**src/rtl/ray_dispatcher_if.sv**
```systemverilog
// Framebuffer write port: one RGB565 pixel per valid/ready handshake.
interface ray_dispatcher_if #(
   parameter int ADDR_W = 16
);
   logic [ADDR_W-1:0] px_addr;
   logic [15:0]       px_color;
   logic              px_valid;
   logic              px_ready;

   modport master (output px_addr, px_color, px_valid, input px_ready);
   modport slave  (input px_addr, px_color, px_valid, output px_ready);
endinterface

```
**src/rtl/ray_dispatcher.sv**
```systemverilog
// Per-frame raster ray scheduler in front of the voxel traversal unit:
// launches one ray per pixel, shades the hit and writes it to the framebuffer.
module ray_dispatcher #(
   parameter int              H_RES     = 320,
   parameter int              V_RES     = 180,
   parameter int              MAX_WAIT  = 1023,
   parameter logic [15:0]     SKY_COLOR = 16'h867D,
   parameter int              B         = 16,
   parameter int              BT_W      = 8,
   parameter logic [BT_W-1:0] BLOCK_AIR = '0,
   parameter logic [15:0][15:0] PALETTE = {
      16'hFFE0, 16'hF81F, 16'h07FF, 16'h001F, 16'h07E0, 16'hF800, 16'h8410, 16'hC618,
      16'h4208, 16'hA145, 16'h7BE0, 16'h03EF, 16'h780F, 16'hFD20, 16'hFFFF, 16'h0000},
   localparam int             ADDR_W    = $clog2(H_RES*V_RES)
) (
   input  logic                 clk_in,
   input  logic                 rst_n_in,
   input  logic                 start_in,
   input  logic [2:0][B-1:0]    cam_pos,
   input  logic [2:0][B-1:0]    cam_corner,
   input  logic [2:0][B-1:0]    cam_dx,
   input  logic [2:0][B-1:0]    cam_dy,
   output logic                 vtu_rst,
   output logic [2:0][B-1:0]    ray_origin,
   output logic [2:0][B-1:0]    ray_direction,
   input  logic [BT_W-1:0]      hit,
   input  logic [2:0][B-1:0]    hit_norm,
   input  logic                 hit_valid,
   ray_dispatcher_if.master     fb,
   output logic                 busy,
   output logic                 frame_done
);
   localparam int X_W    = (H_RES > 1) ? $clog2(H_RES) : 1;
   localparam int Y_W    = (V_RES > 1) ? $clog2(V_RES) : 1;
   localparam int WAIT_W = $clog2(MAX_WAIT + 1);

   typedef logic [2:0][B-1:0] vec3_t;
   typedef enum logic [1:0] {S_IDLE, S_LAUNCH, S_WAIT, S_WRITE} state_t;

   function automatic vec3_t fadd(input vec3_t a, input vec3_t b);
      vec3_t s;
      for (int i = 0; i < 3; i++) s[i] = a[i] + b[i];
      return s;
   endfunction

   // Face shading: top lit fully, sides 3/4, front/back 1/2, bottom 1/4.
   function automatic logic [15:0] shade(input logic [15:0] c, input vec3_t n);
      logic [4:0] r, bl;
      logic [5:0] g;
      r = c[15:11]; g = c[10:5]; bl = c[4:0];
      if (n[1][B-1] || (n[1] == '0)) begin
         if (n[0] != '0) begin
            r = r - (r >> 2); g = g - (g >> 2); bl = bl - (bl >> 2);
         end else if (n[2] != '0) begin
            r = r >> 1; g = g >> 1; bl = bl >> 1;
         end else if (n[1][B-1]) begin
            r = r >> 2; g = g >> 2; bl = bl >> 2;
         end
      end
      return {r, g, bl};
   endfunction

   state_t            r_state, w_next;
   vec3_t             r_pos, r_dx, r_dy, r_dir, r_row_dir;
   vec3_t             r_ray_origin, r_ray_direction;
   logic [X_W-1:0]    r_x;
   logic [Y_W-1:0]    r_y;
   logic [WAIT_W-1:0] r_wait;
   logic [ADDR_W-1:0] r_px_addr;
   logic [15:0]       r_px_color;
   logic              r_px_valid, r_vtu_rst, r_busy, r_frame_done;

   logic              w_start, w_timeout, w_accept, w_last, w_eol;
   logic [15:0]       w_shade;
   vec3_t             w_dir_dx, w_row_dy;

   // A start coinciding with frame_done must not retrigger the frame.
   assign w_start   = start_in && !r_frame_done;
   assign w_timeout = (r_wait == WAIT_W'(MAX_WAIT - 1));
   assign w_accept  = r_px_valid && fb.px_ready;
   assign w_eol     = (r_x == X_W'(H_RES - 1));
   assign w_last    = w_eol && (r_y == Y_W'(V_RES - 1));
   assign w_shade   = (hit == BLOCK_AIR) ? SKY_COLOR : shade(PALETTE[hit[3:0]], hit_norm);
   assign w_dir_dx  = fadd(r_dir, r_dx);
   assign w_row_dy  = fadd(r_row_dir, r_dy);

   always_ff @(posedge clk_in or negedge rst_n_in) begin
      if (!rst_n_in) r_state <= S_IDLE;
      else           r_state <= w_next;
   end

   always_comb begin
      w_next = r_state;
      case (r_state)
         S_IDLE:   if (w_start) w_next = S_LAUNCH;
         S_LAUNCH: w_next = S_WAIT;
         S_WAIT:   if (hit_valid || w_timeout) w_next = S_WRITE;
         S_WRITE:  if (w_accept) w_next = w_last ? S_IDLE : S_LAUNCH;
         default:  w_next = S_IDLE;
      endcase
   end

   // Ray outputs are loaded on the edge entering LAUNCH so the VTU sees them
   // for the whole LAUNCH cycle while its reset is still asserted.
   always_ff @(posedge clk_in or negedge rst_n_in) begin
      if (!rst_n_in) begin
         r_pos <= '0; r_dx <= '0; r_dy <= '0; r_dir <= '0; r_row_dir <= '0;
         r_ray_origin <= '0; r_ray_direction <= '0;
         r_x <= '0; r_y <= '0; r_wait <= '0;
         r_px_addr <= '0; r_px_color <= '0; r_px_valid <= 1'b0;
         r_vtu_rst <= 1'b1; r_busy <= 1'b0; r_frame_done <= 1'b0;
      end else begin
         r_frame_done <= 1'b0;
         case (r_state)
            S_IDLE: begin
               r_vtu_rst <= 1'b1;
               if (w_start) begin
                  r_pos <= cam_pos; r_dx <= cam_dx; r_dy <= cam_dy;
                  r_dir <= cam_corner; r_row_dir <= cam_corner;
                  r_ray_origin <= cam_pos; r_ray_direction <= cam_corner;
                  r_x <= '0; r_y <= '0; r_px_addr <= '0;
                  r_busy <= 1'b1;
               end
            end
            S_LAUNCH: begin
               r_vtu_rst <= 1'b0;
               r_wait    <= '0;
            end
            S_WAIT: begin
               if (hit_valid || w_timeout) begin
                  r_px_color <= hit_valid ? w_shade : SKY_COLOR;
                  r_px_valid <= 1'b1;
                  r_vtu_rst  <= 1'b1;
               end else begin
                  r_wait <= r_wait + WAIT_W'(1);
               end
            end
            S_WRITE: begin
               if (w_accept) begin
                  r_px_valid <= 1'b0;
                  if (w_last) begin
                     r_frame_done <= 1'b1;
                     r_busy       <= 1'b0;
                  end else begin
                     r_px_addr <= r_px_addr + ADDR_W'(1);
                     if (!w_eol) begin
                        r_x <= r_x + X_W'(1);
                        r_dir <= w_dir_dx;
                        r_ray_direction <= w_dir_dx;
                     end else begin
                        r_x <= '0;
                        r_y <= r_y + Y_W'(1);
                        r_row_dir <= w_row_dy;
                        r_dir <= fadd(r_row_dir, r_dy);
                        r_ray_direction <= fadd(r_row_dir, r_dy);
                     end
                  end
               end
            end
            default: r_vtu_rst <= 1'b1;
         endcase
      end
   end

   assign vtu_rst       = r_vtu_rst;
   assign ray_origin    = r_ray_origin;
   assign ray_direction = r_ray_direction;
   assign fb.px_addr    = r_px_addr;
   assign fb.px_color   = r_px_color;
   assign fb.px_valid   = r_px_valid;
   assign busy          = r_busy;
   assign frame_done    = r_frame_done;
endmodule
```
**src/flat_wrapper.sv**
```systemverilog
// flat-port wrapper written by rule: the top's interface ports become plain ports
module ray_dispatcher_flat 
#(
   parameter int              H_RES     = 320,
   parameter int              V_RES     = 180,
   parameter int              MAX_WAIT  = 1023,
   parameter logic [15:0]     SKY_COLOR = 16'h867D,
   parameter int              B         = 16,
   parameter int              BT_W      = 8,
   parameter logic [BT_W-1:0] BLOCK_AIR = '0,
   parameter logic [15:0][15:0] PALETTE = {
      16'hFFE0, 16'hF81F, 16'h07FF, 16'h001F, 16'h07E0, 16'hF800, 16'h8410, 16'hC618,
      16'h4208, 16'hA145, 16'h7BE0, 16'h03EF, 16'h780F, 16'hFD20, 16'hFFFF, 16'h0000},
   localparam int             ADDR_W    = $clog2(H_RES*V_RES)
)
  (clk_in, rst_n_in, start_in, cam_pos, cam_corner, cam_dx, cam_dy, vtu_rst, ray_origin, ray_direction, hit, hit_norm, hit_valid, busy, frame_done, fb_px_addr, fb_px_color, fb_px_valid, fb_px_ready);
  ray_dispatcher_if fb_i ();
  input  logic clk_in;
  input  logic rst_n_in;
  input  logic start_in;
  input  logic [2:0][B-1:0] cam_pos;
  input  logic [2:0][B-1:0] cam_corner;
  input  logic [2:0][B-1:0] cam_dx;
  input  logic [2:0][B-1:0] cam_dy;
  output logic vtu_rst;
  output logic [2:0][B-1:0] ray_origin;
  output logic [2:0][B-1:0] ray_direction;
  input  logic [BT_W-1:0] hit;
  input  logic [2:0][B-1:0] hit_norm;
  input  logic hit_valid;
  output logic busy;
  output logic frame_done;
  output wire logic [$bits(fb_i.px_addr)-1:0] fb_px_addr;
  output wire logic [$bits(fb_i.px_color)-1:0] fb_px_color;
  output wire logic [$bits(fb_i.px_valid)-1:0] fb_px_valid;
  input wire logic [$bits(fb_i.px_ready)-1:0] fb_px_ready;
  assign fb_px_addr = fb_i.px_addr;
  assign fb_px_color = fb_i.px_color;
  assign fb_px_valid = fb_i.px_valid;
  assign fb_i.px_ready = fb_px_ready;
  ray_dispatcher #(.H_RES(H_RES), .V_RES(V_RES), .MAX_WAIT(MAX_WAIT), .SKY_COLOR(SKY_COLOR), .B(B), .BT_W(BT_W), .BLOCK_AIR(BLOCK_AIR), .PALETTE(PALETTE)) u_core (.clk_in(clk_in), .rst_n_in(rst_n_in), .start_in(start_in), .cam_pos(cam_pos), .cam_corner(cam_corner), .cam_dx(cam_dx), .cam_dy(cam_dy), .vtu_rst(vtu_rst), .ray_origin(ray_origin), .ray_direction(ray_direction), .hit(hit), .hit_norm(hit_norm), .hit_valid(hit_valid), .fb(fb_i), .busy(busy), .frame_done(frame_done));
endmodule
```
**config.mk**
```make
export PLATFORM = sky130hd
export DESIGN_NAME = ray_dispatcher_flat
export DESIGN_NICKNAME = d
export VERILOG_FILES = /design/src/rtl/ray_dispatcher_if.sv /design/src/rtl/ray_dispatcher.sv /design/src/flat_wrapper.sv
export SDC_FILE = /design/constraint.sdc
export NUM_CORES = 1
export LEC_CHECK = 0
export CAP_MARGIN = 20
export CORE_MARGIN = 4
export CORE_UTILIZATION = 45
export CTS_BUF_LIST = sky130_fd_sc_hd__clkbuf_8
export DETAILED_ROUTE_END_ITERATION = 16
export PLACE_DENSITY = 0.72
export SLEW_MARGIN = 20
export SYNTH_ARGS = -nofsm -noshare
export SYNTH_HDL_FRONTEND = slang
export SYNTH_SLANG_ARGS = --single-unit
```
**constraint.sdc**
```tcl
create_clock -name clk_in -period 6.4 [get_ports clk_in]
set_clock_uncertainty 0.15 [all_clocks]
set_input_delay 1.92 -clock clk_in [delete_from_list [all_inputs] [get_ports clk_in]]
set_output_delay 1.92 -clock clk_in [all_outputs]
set_load 0.05 [all_outputs]
```
* Word level (Yosys, flattened, before mapping)
Memory sizes are Yosys's and may differ from the RTL's. Index checks and enable logic that the tools add are counted.
Storage, ports and cells: logic and storage cells 133, ROM bits 256, register bits after elaboration 305, memories 1
Memories:
- (name not given) | depth 16, bits a word 16, rd ports 1, clocked after Yosys merged registers in 0, wr ports 0, RTL line ray_dispatcher.sv:83 | assign w_shade = (hit == BLOCK_AIR) ? SKY_COLOR : shade(PALETTE[hit[3:0]], hit_norm);
Operators by class: multiplexer cells 56, $add $sub $neg 13, reduce and logical (&&, ||, !) cells 24, magnitude comparators 1, equal/unequal tests 13
Operator list (count):
- 48-bit 2-to-1 mux | 7
- 48-bit one-hot mux with 2 select lines | 2
- 16-bit adder | 6
- 16-bit 2-to-1 mux | 6
- 5-bit 2-to-1 mux | 8
- 9-bit 2-to-1 mux | 4
- 8-bit 2-to-1 mux | 4
- 16-bit one-hot mux with 2 select lines | 1
- 16-bit nonzero test | 2
- 6-bit 2-to-1 mux | 4
- 10-bit one-hot mux with 2 select lines | 1
- 9-bit one-hot mux with 2 select lines | 1
- 16-bit by 1-bit adder with 16-bit output, second input constant | 1
- 16-bit zero test | 1
- 8-bit one-hot mux with 2 select lines | 1
- 10-bit by 1-bit adder with 10-bit output, second input constant | 1
- 10-bit == test, second input constant | 1
- 10-bit 2-to-1 mux | 1
- 2-bit by 1-bit inequality test with 1-bit output, second input constant | 5
- 5-bit by 3-bit subtractor with 5-bit output | 2
- 9-bit by 1-bit adder with 9-bit output, second input constant | 1
- 9-bit == test, second input constant | 1
- 1-bit 2-to-1 mux | 9
- 8-bit by 1-bit adder with 8-bit output, second input constant | 1
- 21 further kinds | 36

* Longest topological paths before layout
Gate-level depths: netlist (run 1).
depth in word-level cells 8, mapped depth 16, gate-level depth less buffers 15

* Least setup slack after synthesis (run 1)
Ideal clock, no wire load.
path type input-to-reg, from input hit[3], to register u_core.r_px_color[9], in the netlist u_core.fb.px_color[9], stages 16, data required time 6.124 ns, library setup time 0.126 ns, buffers on the path 3, data arrival time 4.329 ns, path slack 1.795 ns, path through buf_2 > buf_2 > clkbuf_1 > nor2_1 > nor2_1 > nor2_1 > a21oi_1 > inv_1 > fa_1 > nand2_1 > nand2_1 > a21oi_1 > nand2_1 > o22ai_1 > a22oi_1 > o32a_1
Between the ends: cells in the longest elaborated chain, start to end 8
RTL lines:
- start, declared | RTL line flat_wrapper.sv:28 | input logic [BT_W-1:0] hit;
- branches (longest 6 deep; another with memory 16 x 16 bit)
- 16-bit 2-to-1 mux * | RTL line ray_dispatcher.sv:83
- 16-bit 2-to-1 mux * | RTL line ray_dispatcher.sv:131 | r_px_color <= hit_valid ? w_shade : SKY_COLOR;
- end signal, assigned | RTL line ray_dispatcher.sv:131
- end, declared | RTL line ray_dispatcher.sv:70 | logic [15:0] r_px_color;
Every way passes the cells marked *. The select of a mux whose other input is x is not followed. A chain may end at the register's enable or synchronous reset.

* Final worst setup path (run 1)
from input hit[0], to register u_core.r_px_color[9], in the netlist u_core.fb.px_color[9]
The elaborated chain is that of the path after synthesis.

==> out/qor.yml, run 1 <==
setup_path:
  crit_required_ns: 6.77
  path_cells: "clkdlybuf4s50_1, inv_1, ha_1, nor2_1, nor2_1, nor2_1, a21oi_1, inv_1, fa_1, nand2_1, nand2_1, a21oi_1, nand2_1, o22ai_1, a22oi_1, o32a_1"
  path_class: "input port to register"
  critPathLaunchType: "input port"
  cp-end-kind: "register"
  slowest_stage: "clkdlybuf4s50_1"
  cp.arrival_ns: 5.40
  rrSetupSlack_ns: 2.53
  reg2reg_from: "u_core.r_x[0]"
  path_max_fanout: 11
  reg2reg_depth: 8
  cpPeakStageDelay_ns: 0.74
  r2r-end: "u_core.r_row_dir[5]"
clock_tree:
  cts.repair.resized: 0
  ctsHoldBuffers: 0
  cts-root-buf: "clkbuf_8"
  htree_levels: 2
  numCtsBuffers: 55
  insertion_delay_ns: 0.64
  cts.reportedPaths.clkPinSlew_ns: 0.07
  clockBufferDepth: 3
  cts_tree: "done"
  clock-sinks: 305
  post-cts-setup-buffers: 0
pwr:
  comb_power_share_pct: 63.0
  p_leak_uw: 0.01036
  clkPwrFrac_pct: 12.7
  internal-power_uw: 7438
  ir_worst_vdd_mv: 0.3741
  power_frac_seq_pct: 24.3
  p_switching_uw: 7032
  switching_share_pct: 48.60
  power.total_uw: 14470
  power_density_nw_per_um2: 605.6
floorplan:
  core_um2: 40100
  rows: 73
  die_x_um: 210.3
  die_h_um: 210.3
  ios: 385
  die_area_um2: 44230
  initial_core_util_pct: 45.93
grt:
  grt_max_degree: 124
  antenna_found_initial: 3
  grt_pass1_vias: 16673
  track_usage_pct: 25.06
  grt_pass1_wl_um: 89710
  grt.overflow.total: 0
routing:
  wl_per_cell_um: 20.06
  drc: 0
  routed_wl_um: 57060
  vias: 16199
  avgViaCountPerCell: 5.696
  drtIter0Drc: 1049
  first_pass_iters: 7
  ant_nets: 0
cells_and_area:
  drive_gt1_share_pct: 11.45
  seq_area_um2: 7634
  fill_cells: 3457
  stdcell_count: 2844
  syn_to_final_growth_pct: 29.72
  multi_input_area_um2: 10310
  final_nets: 2654
place:
  dpl.hpwl_um: 42450
  pre_cts_slack_ns: 0.7352
  gp_congestion: 0.9384
  numPortBuffers: 384
  dp_cells: 2745
timing:
  period_needed_ns: 5.034
  finalSetupViolCount: 0
  fin_crit_sh_pct: 78.65
  hold_viol: 0
  drv_slew: 0
  max-slew-margin-rel_pct: 29.43
  max_freq_ghz: 0.1987
  post-route-worst-setup-slack_ns: 1.366
  tns_ns: 0
  rsz0062_at_grt: "false"
  tightestPinTransition_ns: 1.055
synth:
  synth-seq-cells: 305
  synth_compound_area_share_pct: 17.56
  synth_mux_area_share_pct: 10.74
  synth_area_per_cell_um2: 9.699
  ys_types: 86
  syn_nets: 2276
  synthSimpleGateAreaFrac_pct: 14.12
  synthAdderAreaFrac_pct: 8.750
  synth.cell_area_um2: 18420
  yosysSeqAreaShare_pct: 41.45
  synthArstFlopShare_pct: 100.0
  synth_edf_count: 0
  synth_xor_area_share_pct: 4.688
  synth_top_family_by_area: "compound AO/OA/AOI/OAI gates"
  yosys_warnings: 0
  synth_cells: 1899
  synth_ff_type: "dfrtp_1"
min_path:
  worstHoldStart: "u_core.fb.px_color[11]"
  hold_path_class: "register to register"
  holdPathEnd: "u_core.fb.px_color[11]"
  worstHoldPathCells: 2
outcome:
  outcome: "finished clean"
job:
  cap_violations: 0
[cells by family after synthesis]
family                     count (synthesis)
and+or+nand+nor                          555
AOI/OAI and AO/OA                        514
DFF                                      305
muxes                                    178
buffers and inverters                    126
adders and majority gates                124
xor gates and xnor gates                  97
[synthesized netlist by cell type (34+ instances only)]
cell type / count / share of area (%)
ha_1: 116 / 7.9
clkbuf_1: 55 / 1.1
mux2_2: 147 / 9.0
a21oi_1: 137 / 3.7
o21ai_0: 142 / 3.9
xor2_1: 42 / 2.0
dfrtp_1: 304 / 41
nand3_1: 34 / 0.92
xnor2_1: 54 / 2.6
nand2_1: 192 / 3.9
inv_1: 45 / 0.92
nor2_1: 152 / 3.1
[power by group through the flow]
| stage | Sequential [uW] | Clock, uW | Combinational (uW) |
|---|---|---|---|
| after floorplan | 4570 | 0 | 5350 |
| after global placement | 3510 | 0 | 8860 |
| after detailed placement | 3540 | 0 | 9040 |
| after CTS | 3510 | 1890 | 9090 |
| after global routing | 3610 | 1980 | 9950 |
| final | 3510 | 1840 | 9120 |
[per-layer routing]
metal  share of wire (%)  vias to the layer above  global-route usage, %
met3                 7.1                      124                  5.224
met1                  41                     7831                  31.76
li1                    -                     7665                      -
met4                 4.0                        4                  9.901
met5               0.060                        -                      0
met2                  48                      575                  42.22
[metrics by stage]
step,hold slack [ns],utilization [%],instance area [um2]
after floorplan,0.3009,-,18420
after global placement,0.3180,56.83,22790
after detailed placement,0.3194,56.83,22790
after CTS,0.3338,59.56,23880
after global routing,0.3600,59.57,23880
final,0.3316,59.58,23890
[layout make-up]
| cell class | instances | share of cell area [%] |
|---|---|---|
| antenna | 4 | 0.04190 |
| clock buffer | 72 | 4.148 |
| clock inverter | 23 | 0.4399 |
| inverter | 47 | 0.7384 |
| multi-input combinational | 1468 | 43.16 |
| sequential | 305 | 31.95 |
| tap | 525 | 2.749 |
| timing repair buffer | 400 | 16.77 |
[cell usage in the layout, fill, tap and decap left out, types with 16 or more instances in the layout]
| cell type | n |
|---|---|
| clkdlybuf4s50_1 | 383 |
| dfrtp_1 | 304 |
| nand2_1 | 192 |
| nor2_1 | 152 |
| mux2_2 | 147 |
| o21ai_0 | 142 |
| a21oi_1 | 137 |
| ha_1 | 115 |
| clkbuf_8 | 72 |
| inv_1 | 60 |
| xnor2_1 | 54 |
| xor2_1 | 42 |
| nand3_1 | 34 |
| nor2b_1 | 30 |
| mux2i_1 | 30 |
| nor3_1 | 29 |
| a21o_1 | 27 |
| nand2b_1 | 22 |
| a31oi_1 | 19 |
| o31ai_1 | 19 |
| and3_1 | 16 |
| o21bai_1 | 16 |
[sequential cells by signal (all words and copies together) (netlist names), 2 cells and up]
register / count
u_core.fb.px_addr: 16
u_core.fb.px_color: 16
u_core.r_dx: 48
u_core.r_dy: 48
u_core.r_row_dir: 48
u_core.r_state: 2
u_core.r_wait: 10
u_core.r_x: 9
u_core.r_y: 8
u_core.ray_direction: 48
u_core.ray_origin: 48
[critical path, delay by kind of cell]
kind                     cells  cell delay [ns]
buffers and inverters        3             1.13
AO/OA/AOI/OAI                5             1.02
adder cells (fa/ha/maj)      2             0.84
AND/OR/NAND/NOR              6             0.48
[worst max-delay path by stage]
stage / startpoint / to / slack, ns / depth (start not counted)
detailed placement: hit[0] / u_core.fb.px_color[9] / 0.74 / 16
global route: hit[0] / u_core.fb.px_color[9] / 1.16 / 16
global placement: hit[0] / u_core.fb.px_color[9] / 0.76 / 16
CTS: hit[0] / u_core.fb.px_color[9] / 1.42 / 16
floorplan: hit[3] / u_core.fb.px_color[9] / 1.79 / 16
finish: hit[0] / u_core.fb.px_color[9] / 1.37 / 16
Note: power is estimated with default switching activity, not from simulation.
==> inputs of run 2 (changes only) <==
--- a/config.mk
+++ b/config.mk
@@ -10,7 +10,7 @@
 export CORE_UTILIZATION = 45
 export CTS_BUF_LIST = sky130_fd_sc_hd__clkbuf_8
 export DETAILED_ROUTE_END_ITERATION = 16
-export PLACE_DENSITY = 0.72
+export PLACE_DENSITY = 0.75
 export SLEW_MARGIN = 20
 export SYNTH_ARGS = -nofsm -noshare
 export SYNTH_HDL_FRONTEND = slang
==> constraint.sdc (replaced) <==
create_clock -name clk_in -period 4.55 [get_ports clk_in]
set_clock_uncertainty 0.15 [all_clocks]
set_input_delay 1.365 -clock clk_in [delete_from_list [all_inputs] [get_ports clk_in]]
set_output_delay 1.365 -clock clk_in [all_outputs]
set_load 0.05 [all_outputs]
==> run 2 against run 1 <==
- non-clock buffer count up 33
- combinational power rose by 43%
- sequential share of layout area shrank 0.36 points
- clock-buffer cell count fell by 2
- setup slack lost 0.71 ns
- sequential power increased by 41%
- flip-flop and latch count unchanged
- register-to-register slack got worse by 1.4 ns
- global-route usage hardly changed
- clock power rose by 41%
- utilization up 0.68 points
- power is 42% higher
==> out/qor.yml, run 2 (same netlist as run 1, synthesis figures left out) <==
cells_and_area:
  syn_to_final_growth_pct: 31.20
  drive_gt1_share_pct: 12.48  # +1.0 points
  final_common_cell: "clkdlybuf4s50_1"
  final_nets: 2686  # +1.2%
  final_cell_mix: "383 x clkdlybuf4s50_1, 304 x dfrtp_1, 192 x nand2_1, 152 x nor2_1, 147 x mux2_2"
  fill_cells: 3348  # -3.2%
place:
  numPortBuffers: 384  # unchanged
  gp_congestion: 0.9407  # +0.25%
  dpl.hpwl_um: 43720  # +3.0%
routing:
  drc: 0  # unchanged
  vias: 16442  # +1.5%
  met1Wirelength_um: 23350  # +0.43%
  top_layer: "met5"
  avgViaCountPerCell: 5.719  # +0.41%
  wl_per_cell_um: 19.98  # -0.40%
  wl_met3_um: 4093  # +0.71%
  dr_wl_met2_um: 27890  # +1.7%
  drtIter0Drc: 1112  # +6.0%
  routed_wl_um: 57450  # +0.69%
  ant_nets: 0  # unchanged
  first_pass_iters: 5  # -2
timing:
  period_needed_ns: 3.893
  rsz0062_at_grt: "false"
  tns_ns: 0  # unchanged
  drv_slew: 0  # unchanged
  tightestPinTransition_ns: 1.042  # -0.01229 ns
  max_freq_ghz: 0.2568
  hold_viol: 0  # unchanged
  fin_crit_sh_pct: 85.57
  max-slew-margin-rel_pct: 30.25  # +0.82 points
  finalSetupViolCount: 0  # unchanged
floorplan:
  initial_core_util_pct: 45.93  # unchanged
  die_h_um: 210.3  # unchanged
  rows: 73  # unchanged
  die_x_um: 210.3  # unchanged
  core_um2: 40100  # unchanged
  die_area_um2: 44230  # unchanged
  ios: 385  # unchanged
pwr:
  power_density_nw_per_um2: 850.4  # +40%
  ir_worst_vdd_mv: 0.5171  # +38%
  p_leak_uw: 0.01054  # +1.7%
  power.total_uw: 20550  # +42%
clock_tree:
  numCtsBuffers: 54  # -1.8%
  cts.reportedPaths.clkPinSlew_ns: 0.06  # about the same
  cts-root-buf: "clkbuf_8"
  clockBufferDepth: 3  # unchanged
  clock-sinks: 305  # unchanged
  cts.repair.resized: 0  # unchanged
  post-cts-setup-buffers: 0  # unchanged
  htree_levels: 2  # unchanged
  cts_tree: "done"
  insertion_delay_ns: 0.61  # -0.03 ns
  ctsHoldBuffers: 0  # unchanged
setup_path:
  critPathLaunchType: "input port"
  reg2reg_from: "u_core.r_x[0]"
  worstSetupStartpoint: "hit[0]"
  path_cells: "clkdlybuf4s50_1, inv_1, ha_1, nor2_1, nor2_1, o21ai_0, ha_1, inv_1, fa_1, nand2_1, nand2_1, a21oi_1, nand2_1, o22ai_1, a22oi_1, o32a_1"
  crit_top_cell: "nand2_1"
  cp-end-kind: "register"
  cp.arrival_ns: 4.23  # -1.17 ns
  path_max_fanout: 3  # -8
  rrSetupSlack_ns: 1.11  # -1.42 ns
  path_class: "input port to register"
  crit_required_ns: 4.88  # -1.89 ns
  cpPeakStageDelay_ns: 0.47  # -0.27 ns
  slowest_stage: "clkdlybuf4s50_1"
grt:
  grt.overflow.total: 0  # unchanged
  grt_pass1_wl_um: 89900  # +0.22%
  grt_max_degree: 92  # -26%
  track_usage_pct: 25.10  # +0.037 points
  grt_pass1_vias: 16639  # -0.20%
  antenna_found_initial: 5  # +2
outcome:
  outcome: "finished clean"
min_path:
  hold_path_class: "register to register"
  worstHoldStart: "u_core.fb.px_color[11]"
job:
  cap_violations: 0  # unchanged
[run 2: worst paths after layout]
path | end | depth (start not counted)
max | u_core.fb.px_color[9] | 16
min | u_core.fb.px_color[11] | 2
max reg2reg | u_core.ray_direction[16] | 9
min reg2reg | u_core.fb.px_color[11] | 2
max in group asynchronous | u_core.r_dy[40] | 2
min in group asynchronous | u_core.r_wait[5] | 1
[run 2: through the flow]
stage               setup slack, ns  util, %  hold WS, ns  instances  instance area (um2)
floorplan                    0.4999        -       0.3009       1899                18420
global placement            0.08197    57.54       0.3139       2778                23070
detailed placement          0.07343    57.54       0.3254       2778                23070
CTS                          0.7106    60.25       0.3389       2873                24160
global route                 0.4331    60.26       0.3499       2874                24160
finish                       0.6566    60.26       0.3324       2875                24160
[run 2: per-layer routing]
layer / GRT usage (%) / up-vias
li1: - / 7729
met5: 0 / -
met2: 42.47 / 596
met4: 8.933 / 8
met1: 32.14 / 7994
met3: 5.105 / 115
[run 2: power breakdown]
group	internal (uW)	total, uW	switching [uW]
combinational	5190	13000	7820
sequential	3970	4950	982
clock	1420	2590	1170
[run 2: layout make-up]
| class | instances | area (um2) | share of cell area, % |
|---|---|---|---|
| Tap cell | 525 | 656.9 | 2.718 |
| Clock buffer | 70 | 963.4 | 3.987 |
| Timing Repair Buffer | 433 | 4292 | 17.76 |
| Multi-Input combinational cell | 1468 | 10310 | 42.68 |
| Clock inverter | 25 | 125.1 | 0.5178 |
| Antenna cell | 2 | 5.005 | 0.02071 |
| Inverter | 47 | 176.4 | 0.7301 |
| Sequential cell | 305 | 7634 | 31.59 |
[run 2: critical path, delay by kind of cell]
kind                     cells  cell delay (ns)
AO/OA/AOI/OAI                5             0.91
adder cells (fa/ha/maj)      3             0.88
buffers and inverters        3             0.59
AND/OR/NAND/NOR              5             0.49
==> inputs of run 3 (changes only) <==
--- a/config.mk
+++ b/config.mk
@@ -7,10 +7,10 @@
 export LEC_CHECK = 0
 export CAP_MARGIN = 20
 export CORE_MARGIN = 4
-export CORE_UTILIZATION = 45
+export CORE_UTILIZATION = 54
 export CTS_BUF_LIST = sky130_fd_sc_hd__clkbuf_8
 export DETAILED_ROUTE_END_ITERATION = 16
-export PLACE_DENSITY = 0.75
+export PLACE_DENSITY = 0.84
 export SLEW_MARGIN = 20
 export SYNTH_ARGS = -nofsm -noshare
 export SYNTH_HDL_FRONTEND = slang
==> constraint.sdc (replaced) <==
create_clock -name clk_in -period 4.1 [get_ports clk_in]
set_clock_uncertainty 0.15 [all_clocks]
set_input_delay 1.23 -clock clk_in [delete_from_list [all_inputs] [get_ports clk_in]]
set_output_delay 1.23 -clock clk_in [all_outputs]
set_load 0.05 [all_outputs]
==> run 3 against run 2 <==
- clock power increased by 6%
- non-clock buffer count is 23 higher
- largest power group unchanged
- combinational power is 12% higher
- die area shrank 16%
- largest cell class unchanged
- critical path depth is 3 lower
- utilization grew 12 points
- clock-buffer cell count fell by 5
- worst hold slack got worse by 0.0079 ns
- power increased by 11%
- wire length fell by 0.54%
- cell count decreased by 2.1%
- first-iteration DRC count grew 11%
==> out/qor.yml, run 3 (same netlist as run 1, synthesis figures left out) <==
job:
  cap_violations: 0  # unchanged
cells_and_area:
  stdcell_count: 2815  # -2.1%
  utilization_pct: 71.96  # +12 points
  final_common_cell: "clkdlybuf4s50_1"
  fill_cells: 2480  # -26%
  syn_to_final_growth_pct: 31.34
  final_cell_mix: "383 x clkdlybuf4s50_1, 304 x dfrtp_1, 192 x nand2_1, 152 x nor2_1, 147 x mux2_2"
  final_cell_area_um2: 24190  # +0.10%
  final_nets: 2707  # +0.78%
  drive_gt1_share_pct: 13.28  # +0.80 points
routing:
  drtIter0Drc: 1237  # +11%
  ant_nets: 0  # unchanged
  avgViaCountPerCell: 5.966  # +4.3%
  vias: 16794  # +2.1%
  wl_per_cell_um: 20.30  # +1.6%
  drc: 0  # unchanged
  first_pass_iters: 6  # +1
  routed_wl_um: 57140  # -0.54%
place:
  dpl.hpwl_um: 43350  # -0.83%
  post_dp_cell_area_um2: 23160  # +0.38%
  numPortBuffers: 384  # unchanged
  dp_cells: 2724  # -1.9%
  gp_congestion: 0.9507  # +1.1%
setup_path:
  cp.arrival_ns: 4.17  # -0.06 ns
  slowest_stage: "clkdlybuf4s50_1"
  crit_top_cell: "o21ai_0"
  critPathLaunchType: "input port"
  path_max_fanout: 4  # +1
  path_class: "input port to register"
  cpPeakStageDelay_ns: 0.52  # +0.05 ns
  worstSetupStartpoint: "hit[0]"
  crit_required_ns: 4.44  # -0.44 ns
  reg2reg_from: "u_core.r_row_dir[16]"
  path_cells: "clkdlybuf4s50_1, inv_1, ha_1, buf_4, mux4_2, ha_1, inv_1, o21ai_0, and2_1, nor3_1, o21ai_0, o21ai_0, a21oi_1"
  cp-end-kind: "register"
grt:
  grt_pass1_wl_um: 87820  # -2.3%
  grt_max_degree: 90  # -2.2%
  antenna_found_initial: 7  # +2
  grt_pass1_vias: 16948  # +1.9%
  grt.overflow.total: 0  # unchanged
  track_usage_pct: 29.62  # +4.5 points
clock_tree:
  numCtsBuffers: 52  # -3.7%
  htree_levels: 2  # unchanged
  cts_tree: "done"
  cts-root-buf: "clkbuf_8"
  ctsHoldBuffers: 0  # unchanged
  insertion_delay_ns: 0.62  # about the same
  clock-sinks: 305  # unchanged
  cts.reportedPaths.clkPinSlew_ns: 0.06  # about the same
  clockBufferDepth: 3  # unchanged
pwr:
  ir_worst_vdd_mv: 0.5453  # +5.5%
  power_density_nw_per_um2: 940.6  # +11%
  power.total_uw: 22750  # +11%
  p_leak_uw: 0.01061  # +0.64%
min_path:
  hold_path_class: "register to register"
  worstHoldStart: "u_core.fb.px_color[11]"
timing:
  period_needed_ns: 3.828
  drv_slew: 0  # unchanged
  fin_crit_sh_pct: 93.36
  hold_viol: 0  # unchanged
  finalSetupViolCount: 0  # unchanged
  tightestPinTransition_ns: 0.8995  # -0.1429 ns
  max-slew-margin-rel_pct: 39.91  # +9.7 points
  max_freq_ghz: 0.2612
  rsz0062_at_grt: "false"
floorplan:
  rows: 67  # -8.2%
  die_x_um: 192.7  # -8.4%
  initial_core_util_pct: 54.79  # +8.9 points
  core_um2: 33620  # -16%
  die_h_um: 192.7  # -8.4%
  die_area_um2: 37130  # -16%
  ios: 385  # unchanged
outcome:
  outcome: "finished clean"
run 3: final cells by class:
| cell class | count | area (um2) | area share [%] |
|---|---|---|---|
| timing repair buffer | 456 | 4477 | 18.51 |
| clock buffer | 65 | 894.6 | 3.698 |
| sequential | 305 | 7634 | 31.56 |
| clock inverter | 24 | 130.1 | 0.5379 |
| tap | 448 | 560.5 | 2.317 |
| inverter | 47 | 176.4 | 0.7293 |
| multi-input combinational | 1468 | 10310 | 42.63 |
| antenna | 2 | 5.005 | 0.02069 |
run 3: report_power, final:
part	switching, uW	internal [uW]
clock network	1270	1480
logic	8710	5820
registers	1070	4410
total	11100	11700
run 3: metrics by stage:
stage	setup TNS, ns	setup WS, ns	hold WS (ns)
6_report	0	0.2720	0.3245
5_1_grt	0	0.0001581	0.3482
4_1_cts	0	0.2789	0.3286
3_5_place_dp	-1.504	-0.3666	0.3144
3_3_place_gp	-0.8861	-0.2909	0.3193
2_1_floorplan	0	0.1849	0.3009
run 3: metal layers:
layer | global-route usage, % | part of all wire [%] | routed length [um]
met5 | 0 | 0.13 | 75
met1 | 36.98 | 38 | 21890
met3 | 5.970 | 8.6 | 4910
met2 | 50.30 | 49 | 27980
met4 | 12.23 | 4.0 | 2297
run 3: worst max-delay path, delay by kind of cell:
family	cells	cell delay (ns)
fa+ha+maj	2	0.66
mux	1	0.50
simple gates	2	0.41
compound gates	4	0.56
buf+inv	4	0.81
run 3: final timing paths:
check,endpoint,slack (ns),depth (start not counted)
setup / recovery,u_core.fb.px_color[10],0.27,13
hold reg to reg,u_core.fb.px_color[11],0.32,2
setup reg to reg,u_core.ray_direction[30],0.83,10
max in group asynchronous,u_core.r_row_dir[22],2.56,2
min in group asynchronous,u_core.fb.px_addr[11],0.37,1
hold / removal,u_core.fb.px_color[11],0.32,2
run 3: what timing repair did:
action                     CTS  global route
setup buffers                0             0
setup endpoints to repair    0             1
resized for setup            0             1
